==> src/rtl/uart_cmd_decoder_pkg.sv <==
// Opcodes, response codes and FSM state encoding shared by the UART command decoder.
package uart_cmd_defs;

    localparam logic [7:0] OP_TAKT        = 8'h01;
    localparam logic [7:0] OP_CLEAR       = 8'h02;
    localparam logic [7:0] OP_WRITE       = 8'h03;
    localparam logic [7:0] OP_STATUS      = 8'h04;
    localparam logic [7:0] OP_TOGGLE_BASE = 8'h80;

    localparam logic [7:0] ACK = 8'h06;
    localparam logic [7:0] NAK = 8'h15;

    typedef enum logic [2:0] {
        S_IDLE,
        S_APPLY,
        S_ARG,
        S_EXEC,
        S_TAKT,
        S_RESP
    } state_t;

    function automatic int bytes_for(input int bits);
        return (bits + 7) / 8;
    endfunction

endpackage

==> src/rtl/uart_cmd_decoder_if.sv <==
// Byte-stream handshake between the UART side (master) and the command decoder (slave).
interface uart_cmd_decoder_if;

    logic [7:0] rx_data;
    logic       rx_valid;
    logic       rx_en;
    logic [7:0] tx_data;
    logic       tx_valid;
    logic       tx_ready;

    modport master (
        output rx_data, rx_valid, tx_ready,
        input  rx_en, tx_data, tx_valid
    );

    modport slave (
        input  rx_data, rx_valid, tx_ready,
        output rx_en, tx_data, tx_valid
    );

endinterface

==> src/rtl/uart_cmd_decoder_resp_tx.sv <==
// Response byte sequencer: loads up to MAX_BYTES bytes and hands them out LSB-first.
module uart_cmd_resp_tx #(
    parameter int MAX_BYTES = 2
) (
    input  logic                   clk,
    input  logic                   resetn,
    input  logic                   load,
    input  logic [7:0]             load_count,
    input  logic [MAX_BYTES*8-1:0] load_payload,
    input  logic                   tx_ready,
    output logic [7:0]             tx_data,
    output logic                   tx_valid,
    output logic                   done
);

    logic [MAX_BYTES*8-1:0] buf_q;
    logic [7:0]             left_q;

    assign tx_data = buf_q[7:0];
    assign done    = tx_valid && tx_ready && (left_q == 8'd1);

    // tx_data only moves on a completed handshake, so it is stable while tx_valid waits
    always_ff @(posedge clk or negedge resetn) begin
        if (!resetn) begin
            buf_q    <= '0;
            left_q   <= '0;
            tx_valid <= 1'b0;
        end else if (load) begin
            buf_q    <= load_payload;
            left_q   <= load_count;
            tx_valid <= 1'b1;
        end else if (tx_valid && tx_ready) begin
            buf_q  <= buf_q >> 8;
            left_q <= left_q - 8'd1;
            if (left_q == 8'd1) begin
                tx_valid <= 1'b0;
            end
        end
    end

endmodule

==> src/rtl/uart_cmd_decoder.sv <==
// Framed UART command decoder: toggles/clears control signals, steps the core with takt,
// performs multi-byte memory override writes and answers every frame with ACK/NAK/status.
module uart_cmd_decoder
    import uart_cmd_defs::*;
#(
    parameter int NUM_SIGNALS    = 16,
    parameter int ADDR_WIDTH     = 8,
    parameter int WORD_WIDTH     = 32,
    parameter int TAKT_CYCLES    = 1,
    parameter int TIMEOUT_CYCLES = 270000
) (
    input  logic                   clk,
    input  logic                   resetn,
    uart_cmd_decoder_if.slave      bus,
    output logic [NUM_SIGNALS-1:0] signals,
    output logic                   takt,
    output logic                   override_write,
    output logic [ADDR_WIDTH-1:0]  override_address,
    output logic [WORD_WIDTH-1:0]  override_word,
    output logic                   busy
);

    localparam int AB    = bytes_for(ADDR_WIDTH);
    localparam int WB    = bytes_for(WORD_WIDTH);
    localparam int NB    = AB + WB;
    localparam int SB    = bytes_for(NUM_SIGNALS);
    localparam int ARG_W = $clog2(NB + 1);
    localparam int TMO_W = $clog2(TIMEOUT_CYCLES + 1);
    localparam int TK_W  = $clog2(TAKT_CYCLES + 1);

    state_t                 state_q, state_d;
    logic [7:0]             op_q;
    logic [ARG_W-1:0]       arg_cnt_q;
    logic [TMO_W-1:0]       tmo_q;
    logic [TK_W-1:0]        takt_cnt_q;
    logic [(NB-1)*8-1:0]    asm_q;
    logic [NB*8-1:0]        asm_next;
    logic [NUM_SIGNALS-1:0] signals_d;
    logic                   resp_load;
    logic [7:0]             resp_count;
    logic [SB*8-1:0]        resp_payload;
    logic                   resp_done;

    // The newest argument byte enters at the top, so after NB bytes byte 0 sits at the LSB
    assign asm_next = {bus.rx_data, asm_q};

    assign bus.rx_en      = (state_q == S_IDLE) || (state_q == S_ARG);
    assign takt           = (state_q == S_TAKT);
    assign override_write = (state_q == S_EXEC);
    assign busy           = (state_q != S_IDLE);

    always_ff @(posedge clk or negedge resetn) begin
        if (!resetn) begin
            state_q <= S_IDLE;
        end else begin
            state_q <= state_d;
        end
    end

    always_comb begin
        state_d      = state_q;
        signals_d    = signals;
        resp_load    = 1'b0;
        resp_count   = 8'd1;
        resp_payload = (SB*8)'(ACK);
        case (state_q)
            S_IDLE: begin
                if (bus.rx_valid) begin
                    if (bus.rx_data == OP_WRITE) begin
                        state_d = S_ARG;
                    end else if (bus.rx_data == OP_TAKT) begin
                        state_d = S_TAKT;
                    end else begin
                        state_d = S_APPLY;
                    end
                end
            end
            S_APPLY: begin
                resp_load = 1'b1;
                state_d   = S_RESP;
                if ((op_q & OP_TOGGLE_BASE) != 8'h00) begin
                    resp_payload = (SB*8)'(NAK);
                    for (int i = 0; i < NUM_SIGNALS; i++) begin
                        if (op_q[6:0] == 7'(i)) begin
                            signals_d[i] = !signals[i];
                            resp_payload = (SB*8)'(ACK);
                        end
                    end
                end else if (op_q == OP_CLEAR) begin
                    signals_d = '0;
                end else if (op_q == OP_STATUS) begin
                    resp_payload = (SB*8)'(signals);
                    resp_count   = 8'(SB);
                end else begin
                    resp_payload = (SB*8)'(NAK);
                end
            end
            S_ARG: begin
                if (bus.rx_valid) begin
                    if (arg_cnt_q == ARG_W'(NB - 1)) begin
                        state_d = S_EXEC;
                    end
                end else if (tmo_q == TMO_W'(TIMEOUT_CYCLES - 1)) begin
                    resp_load    = 1'b1;
                    resp_payload = (SB*8)'(NAK);
                    state_d      = S_RESP;
                end
            end
            S_EXEC: begin
                resp_load = 1'b1;
                state_d   = S_RESP;
            end
            S_TAKT: begin
                if (takt_cnt_q == TK_W'(TAKT_CYCLES - 1)) begin
                    signals_d = '0;
                    resp_load = 1'b1;
                    state_d   = S_RESP;
                end
            end
            S_RESP: begin
                if (resp_done) begin
                    state_d = S_IDLE;
                end
            end
            default: state_d = S_IDLE;
        endcase
    end

    // Override outputs load only on a complete frame; a timed-out frame leaves them untouched
    always_ff @(posedge clk or negedge resetn) begin
        if (!resetn) begin
            signals          <= '0;
            op_q             <= '0;
            arg_cnt_q        <= '0;
            tmo_q            <= '0;
            takt_cnt_q       <= '0;
            asm_q            <= '0;
            override_address <= '0;
            override_word    <= '0;
        end else begin
            signals <= signals_d;
            if (state_q == S_IDLE && bus.rx_valid) begin
                op_q       <= bus.rx_data;
                arg_cnt_q  <= '0;
                tmo_q      <= '0;
                takt_cnt_q <= '0;
            end
            if (state_q == S_ARG) begin
                if (bus.rx_valid) begin
                    asm_q     <= asm_next[NB*8-1:8];
                    arg_cnt_q <= arg_cnt_q + ARG_W'(1);
                    tmo_q     <= '0;
                    if (state_d == S_EXEC) begin
                        override_address <= asm_next[ADDR_WIDTH-1:0];
                        override_word    <= asm_next[AB*8 +: WORD_WIDTH];
                    end
                end else begin
                    tmo_q <= tmo_q + TMO_W'(1);
                end
            end
            if (state_q == S_TAKT) begin
                takt_cnt_q <= takt_cnt_q + TK_W'(1);
            end
        end
    end

    uart_cmd_resp_tx #(
        .MAX_BYTES(SB)
    ) u_resp_tx (
        .clk          (clk),
        .resetn       (resetn),
        .load         (resp_load),
        .load_count   (resp_count),
        .load_payload (resp_payload),
        .tx_ready     (bus.tx_ready),
        .tx_data      (bus.tx_data),
        .tx_valid     (bus.tx_valid),
        .done         (resp_done)
    );

endmodule

==> src/flat_wrapper.sv <==
// flat-port wrapper written by rule: the top's interface ports become plain ports
module uart_cmd_decoder_flat import uart_cmd_defs::*;
#(
    parameter int NUM_SIGNALS    = 16,
    parameter int ADDR_WIDTH     = 8,
    parameter int WORD_WIDTH     = 32,
    parameter int TAKT_CYCLES    = 1,
    parameter int TIMEOUT_CYCLES = 270000
)
  (clk, resetn, signals, takt, override_write, override_address, override_word, busy, bus_rx_data, bus_rx_valid, bus_tx_ready, bus_rx_en, bus_tx_data, bus_tx_valid);
  uart_cmd_decoder_if bus_i ();
  input  logic clk;
  input  logic resetn;
  output logic [NUM_SIGNALS-1:0] signals;
  output logic takt;
  output logic override_write;
  output logic [ADDR_WIDTH-1:0] override_address;
  output logic [WORD_WIDTH-1:0] override_word;
  output logic busy;
  input wire logic [$bits(bus_i.rx_data)-1:0] bus_rx_data;
  input wire logic [$bits(bus_i.rx_valid)-1:0] bus_rx_valid;
  input wire logic [$bits(bus_i.tx_ready)-1:0] bus_tx_ready;
  output wire logic [$bits(bus_i.rx_en)-1:0] bus_rx_en;
  output wire logic [$bits(bus_i.tx_data)-1:0] bus_tx_data;
  output wire logic [$bits(bus_i.tx_valid)-1:0] bus_tx_valid;
  assign bus_i.rx_data = bus_rx_data;
  assign bus_i.rx_valid = bus_rx_valid;
  assign bus_i.tx_ready = bus_tx_ready;
  assign bus_rx_en = bus_i.rx_en;
  assign bus_tx_data = bus_i.tx_data;
  assign bus_tx_valid = bus_i.tx_valid;
  uart_cmd_decoder #(.NUM_SIGNALS(NUM_SIGNALS), .ADDR_WIDTH(ADDR_WIDTH), .WORD_WIDTH(WORD_WIDTH), .TAKT_CYCLES(TAKT_CYCLES), .TIMEOUT_CYCLES(TIMEOUT_CYCLES)) u_core (.clk(clk), .resetn(resetn), .bus(bus_i), .signals(signals), .takt(takt), .override_write(override_write), .override_address(override_address), .override_word(override_word), .busy(busy));
endmodule
==> config.mk <==
export PLATFORM = sky130hd
export DESIGN_NAME = uart_cmd_decoder_flat
export DESIGN_NICKNAME = d
export VERILOG_FILES = /design/src/rtl/uart_cmd_decoder_pkg.sv /design/src/rtl/uart_cmd_decoder_if.sv /design/src/rtl/uart_cmd_decoder_resp_tx.sv /design/src/rtl/uart_cmd_decoder.sv /design/src/flat_wrapper.sv
export SDC_FILE = /design/constraint.sdc
export NUM_CORES = 1
export LEC_CHECK = 0
export BUFFER_PORTS_ARGS = -buffer_cell sky130_fd_sc_hd__clkbuf_2
export CORE_MARGIN = 4
export CORE_UTILIZATION = 54
export CTS_BUF_LIST = sky130_fd_sc_hd__clkbuf_8
export DETAILED_ROUTE_END_ITERATION = 16
export GPL_TIMING_DRIVEN = 0
export HOLD_SLACK_MARGIN = 0.08
export PLACE_DENSITY = 0.78
export SYNTH_ARGS = -nofsm -noshare
export SYNTH_HDL_FRONTEND = slang
export SYNTH_SLANG_ARGS = --single-unit
==> constraint.sdc <==
create_clock -name clk -period 1.8 [get_ports clk]
set_input_delay 0.54 -clock clk [delete_from_list [all_inputs] [get_ports clk]]
set_output_delay 0.54 -clock clk [all_outputs]
set_load 0.03 [all_outputs]
* Word level (Yosys, flattened, before mapping)
Index checks and enable logic that the tools add are counted.
** Storage, ports and cells
- Register bits after elaboration :: 147
- Bits of input ports :: 12
** Operators by class
- Add/subtract/negate cells :: 4
- Eq/ne operators :: 46
- Muxes and demuxes :: 74
- Reductions and logical operators :: 48
** Operator list (number)
- 16-bit 2-to-1 mux :: 9
- 5-bit 2-to-1 mux :: 17
- 16-bit one-hot mux with 2 select lines :: 2
- 4-bit AND reduction :: 16
- 19-bit 2-to-1 mux :: 3
- 7-bit by 4-bit == test with 1-bit output (second input constant) :: 8
- 3-bit inequality test (second input constant) :: 16
- 8-bit 2-to-1 mux :: 5
- 3-bit 2-to-1 mux :: 11
- 7-bit by 3-bit == test with 1-bit output (second input constant) :: 4
- 1-bit 2-to-1 mux :: 24
- 19-bit by 1-bit adder with 19-bit output (second input constant) :: 1
- 19-bit == test (second input constant) :: 1
- 8-bit by 1-bit == test with 1-bit output (second input constant) :: 2
- 8-bit by 2-bit == test with 1-bit output (second input constant) :: 2
- 1-bit zero test :: 16
- 3-bit one-hot mux with 5 select lines :: 1
- 7-bit by 2-bit == test with 1-bit output (second input constant) :: 2
- 2-bit nonzero test :: 5
- 3-bit by 2-bit == test with 1-bit output (second input constant) :: 3
- 3-bit == test (second input constant) :: 3
- 8-bit by 3-bit == test with 1-bit output (second input constant) :: 1
- 8-bit by 1-bit subtractor with 8-bit output (second input constant) :: 1
- 7-bit by 1-bit == test with 1-bit output (second input constant) :: 1
- other kinds (15) :: 18

* Longest topological paths before layout
- Depth in word-level cells :: 20
- Depth in mapped cells :: 7
- Mapped depth without buffers :: 6

* Modules after synthesis
A second synthesis with hierarchy kept.
** Unflattened totals
- Cells, all modules :: 612
- Area total of the unflattened synthesis :: 6979.2 sq um
** Modules (own cells, without submodules)
- uart_cmd_decoder :: times used 1, cells each 478, area an instance 5721.7 sq um
- uart_cmd_resp_tx :: times used 1, cells each 134, area an instance 1257.5 sq um

* Worst setup path after synthesis
No wires, ideal clock.
- Path kind :: register to register
- Start point :: register u_core.state_q[2]
- End point :: register u_core.tmo_q[15]
- Library setup time :: 0.140 ns
- Arrival time :: 1.891 ns
- Setup slack :: -0.231 ns
- Cell stages (with the launch flop) :: 6
- Clock period less this slack :: 2.031 ns
- Path through :: dfrtp_1 buf_2 nor2_1 o21ai_1 o311ai_0 o41ai_1
** Between the ends
- Longest elaborated chain between the ends :: 3
- Elaborated cells on any way between the ends :: 5
** Ends and longest elaborated chain
- start: declaration :: RTL line uart_cmd_decoder.sv:31 : state_t state_q, state_d;
- start signal: assignment :: RTL line uart_cmd_decoder.sv:56 : state_q <= state_d;
- 3-bit zero test :: RTL line uart_cmd_decoder.sv:142 : if (state_q == S_IDLE && bus.rx_valid) begin
- 1-bit logical AND :: RTL line uart_cmd_decoder.sv:142
- 2-bit nonzero test (no source line)
- end signal: assignment :: RTL line uart_cmd_decoder.sv:158 : tmo_q <= tmo_q + TMO_W'(1);
- end: declaration :: RTL line uart_cmd_decoder.sv:34 : logic [TMO_W-1:0] tmo_q;
Parallel ways exist; a longest one is shown, timed or not.
A chain may end at the register's enable or synchronous reset.

* Worst setup path after layout
- Start point :: register u_core.state_q[2]
- End point :: output port busy
** Between the ends
- Longest elaborated chain between the ends :: 1
** Ends and longest elaborated chain
- 3-bit nonzero test :: RTL line uart_cmd_decoder.sv:50 : assign busy = (state_q != S_IDLE);
- end: declaration :: RTL line flat_wrapper.sv:19 : output logic busy;
Every way passes these cells.

==> out/results.txt <==
Post-Syn Instances - 531
Total GRT Usage - 23.28%
Drt drc - 0
Critical Path Start Type - flip-flop
Largest stage delay, worst path - 0.45 ns
Final Util - 76.54%
Leak - 0.004128 uW
Crit path DAT - 1.60 ns
Final setup vio count - 124
Detailed placer's ending HPWL - 10230 um
Crit Path Max Fanout - 4
Die Footprint - 13910 um2
Hold Slack - 0.3817 ns
Worst VDD drop - 0.0008142 V
Worst path slowest cell - dfrtp_1
Grt ovf - 0
Initial drt markers - 466
DIE HEIGHT - 117.9 um
Met2 Usage GRT - 39.09%
CTS Sinks - 147
Top Ports - 81
Fin Setup TNS - -15.71 ns
RSZ-0062 raised after global routing - true
Vias in the first global route - 4887
First-pass detailed-route iteration total - 6
Syn Nets - 548
First-pass GRT wire length - 25920 um
Commonest non-fill, non-tap cell in the layout - dfrtp_1
Seq cells post-synth - 147
Hold Startpoint - bus_rx_data[5]
Routed via count - 5274
Final net count - 692
CTS Root Buffer Type - clkbuf_8
Port Buffers - 80
Gr busiest metal - met2
GRT met3 Usage - 5.574%
Status - finished with violations
Final Non-Filler Cells - 831
Width of the die - 117.9 um
EDFF count, synth - 0
Worst reg-to-reg path cell count - 8
Final Max Tran Viols - 0
Hold Path Cell Cnt - 2
Fraction of registers with async set/reset - 100.0%
Worst-path cell chain - buf_6, or3_4, buf_8
CTS tree - built
Area leader, netlist - dfrtp_1
Worst Hold Class - input pin to flip-flop
Reg area - 3681 um2
Period Utilization, post-route - 119.1%
Latest clock arrival within the worst-skew pair - 0.47 ns
Final Hold Violating Endpoints - 0
Reg2reg start - u_core.state_q[2]$_DFF_PN0_
Relative slew slack - 59.63%
Avg Inst Size Synth - 12.29 um2
CP endpoint kind - primary output
Share of cells above drive strength 1 - 45.78%
Ant. Diodes - 0
Clock transition at path regs - 0.08 ns
# fillers - 687
Worst Tran Pin Value - 0.6055 ns
Initial antenna violation count - 0
Routed Antenna Nets - 0
Clock Path Buffers - 2
Core region area - 11610 um2
Critical Setup Path Class - flip-flop to primary output
H-tree lvl count - 4
CP required - 1.26 ns
Num CTS Buffers - 17
RePlAce Congestion - 0.8317
Multi-input gate area - 3167 um2
Via density - 6.347
Most frequent cells in the layout - 145 x dfrtp_1, 76 x clkbuf_2, 71 x mux2_4
# rows - 39
Min Tclk post-route - 2.143 ns
R2r endpoint - u_core.u_resp_tx.buf_q[9]$_DFFE_PN0P_
Syn Std Cell Area - 6528 um2
Synth Warn # - 0
Final setup margin - -0.3434 ns
WHS Endpoint - u_core.override_word[29]$_DFFE_PN0P_
Synth area leaders - dfrtp_1 56%, mux2_2 13%, o31ai_1 2.4%
Pwr Total - 10380 uW
Drt total wl - 19630 um
Max Fclk - 466.6 MHz
Area delta synth->final - 36.17%
Reg-to-reg slack, setup - -0.28 ns
Clock Skew - 0.01242 ns
Wirelength per Cell - 23.62 um
Pin count of the biggest net entering global routing - 118
Violations in the final reports - negative setup slack
Starting Density - 56.21%
Prevailing post-synth register cell - dfrtp_1
DP Cell Count - 755
Share of the synthesized area in the top cell type - 56.35%
Met1 global-route usage - 29.90%
Sequential area share after synthesis - 56.35%
Max-cap violations - 0
Netlist cell types - 61
PwrDens - 1168 nW/um2
==> cell usage after synthesis, types with 9 or more instances <==
cell        n
dfrtp_1   147
mux2_2     76
nor2_1     30
o21ai_0    28
nand2_1    25
o31ai_1    21
nand3_1    16
o211ai_1   15
buf_4      13
a22o_1     12
inv_1      10
nand4_1    10
a21oi_1     9
==> sequential cells by signal, summed over array words and instances (netlist names) <==
register,count
u_core.override_word,32
u_core.override_address,8
u_core.u_resp_tx.left_q,8
u_core.state_q,3
u_core.op_q,8
u_core.arg_cnt_q,3
u_core.u_resp_tx.tx_valid,1
u_core.takt_cnt_q,1
u_core.asm_q,32
u_core.tmo_q,19
u_core.u_resp_tx.buf_q,16
u_core.signals,16
==> report_power, final <==
part / switching (uW) / total (uW) / internal, uW
clock: 1330 / 3260 / 1920
sequential: 448 / 4080 / 3640
combinational: 1660 / 3050 / 1380
==> area by class of cell <==
| type | count | share of cell area (%) |
|---|---|---|
| plain buffers | 27 | 3.505 |
| flip-flops and latches | 147 | 41.41 |
| well taps | 143 | 2.013 |
| clock buffers | 17 | 2.632 |
| inverters | 11 | 0.4927 |
| multi-input cells | 345 | 35.63 |
| repair buffers | 126 | 11.37 |
| clock inverters | 15 | 2.942 |
==> metal layers <==
| metal | vias up | wire [um] |
|---|---|---|
| met4 | 0 | 689 |
| met5 | - | 0 |
| met1 | 2711 | 7854 |
| li1 | 2250 | - |
| met3 | 63 | 1053 |
| met2 | 250 | 10030 |
==> worst max-delay path: cells and delay by family, from the launching register on <==
family / cells / cell delay, ns
buffers and inverters: 2 / 0.31
and+or+nand+nor: 1 / 0.37
DFF: 1 / 0.45
==> cells by family (layout without fill, tap and decap cells) <==
kind of cell    count (synthesis)  in the layout  synth area share [%]
buf+inv                        40            196                 3.316
flops                         147            147                 56.35
mux                            82             82                 14.11
xor+xnor                        7              7                0.9393
fa+ha+maj                       5              5                0.9584
simple gates                  137            138                 12.00
compound gates                113            113                 12.33
==> worst max path at each step <==
stage          cells past startpoint                                    to                        start
2_1_floorplan                      5           u_core.state_q[0]$_DFF_PN0_               bus_rx_data[6]
3_3_place_gp                       1  u_core.override_word[12]$_DFFE_PN0P_                       resetn
3_5_place_dp                       5          u_core.tmo_q[11]$_DFFE_PN0P_                 bus_rx_valid
4_1_cts                            3                                  busy  u_core.state_q[1]$_DFF_PN0_
5_1_grt                            3                                  busy  u_core.state_q[2]$_DFF_PN0_
6_report                           3                                  busy  u_core.state_q[2]$_DFF_PN0_
==> per-stage QoR <==
stage,cell area (um2),setup WS [ns]
4_1_cts,8079,-0.3251
3_5_place_dp,7158,-0.3293
6_report,8889,-0.3434
3_3_place_gp,7122,-2.127
2_1_floorplan,6543,-0.1068
5_1_grt,8889,-0.3977
==> repair_timing <==
action | CTS | global route
hold buffers | 1 | 0
setup buffers | 21 | 14
pin swaps | 7 | 16
endpoints found under the setup margin | 90 | 134
resized for setup | 52 | 154
endpoints found under the hold margin | 30 | 0
gates cloned | 3 | 9
Note: power is estimated with default switching activity, not from simulation.
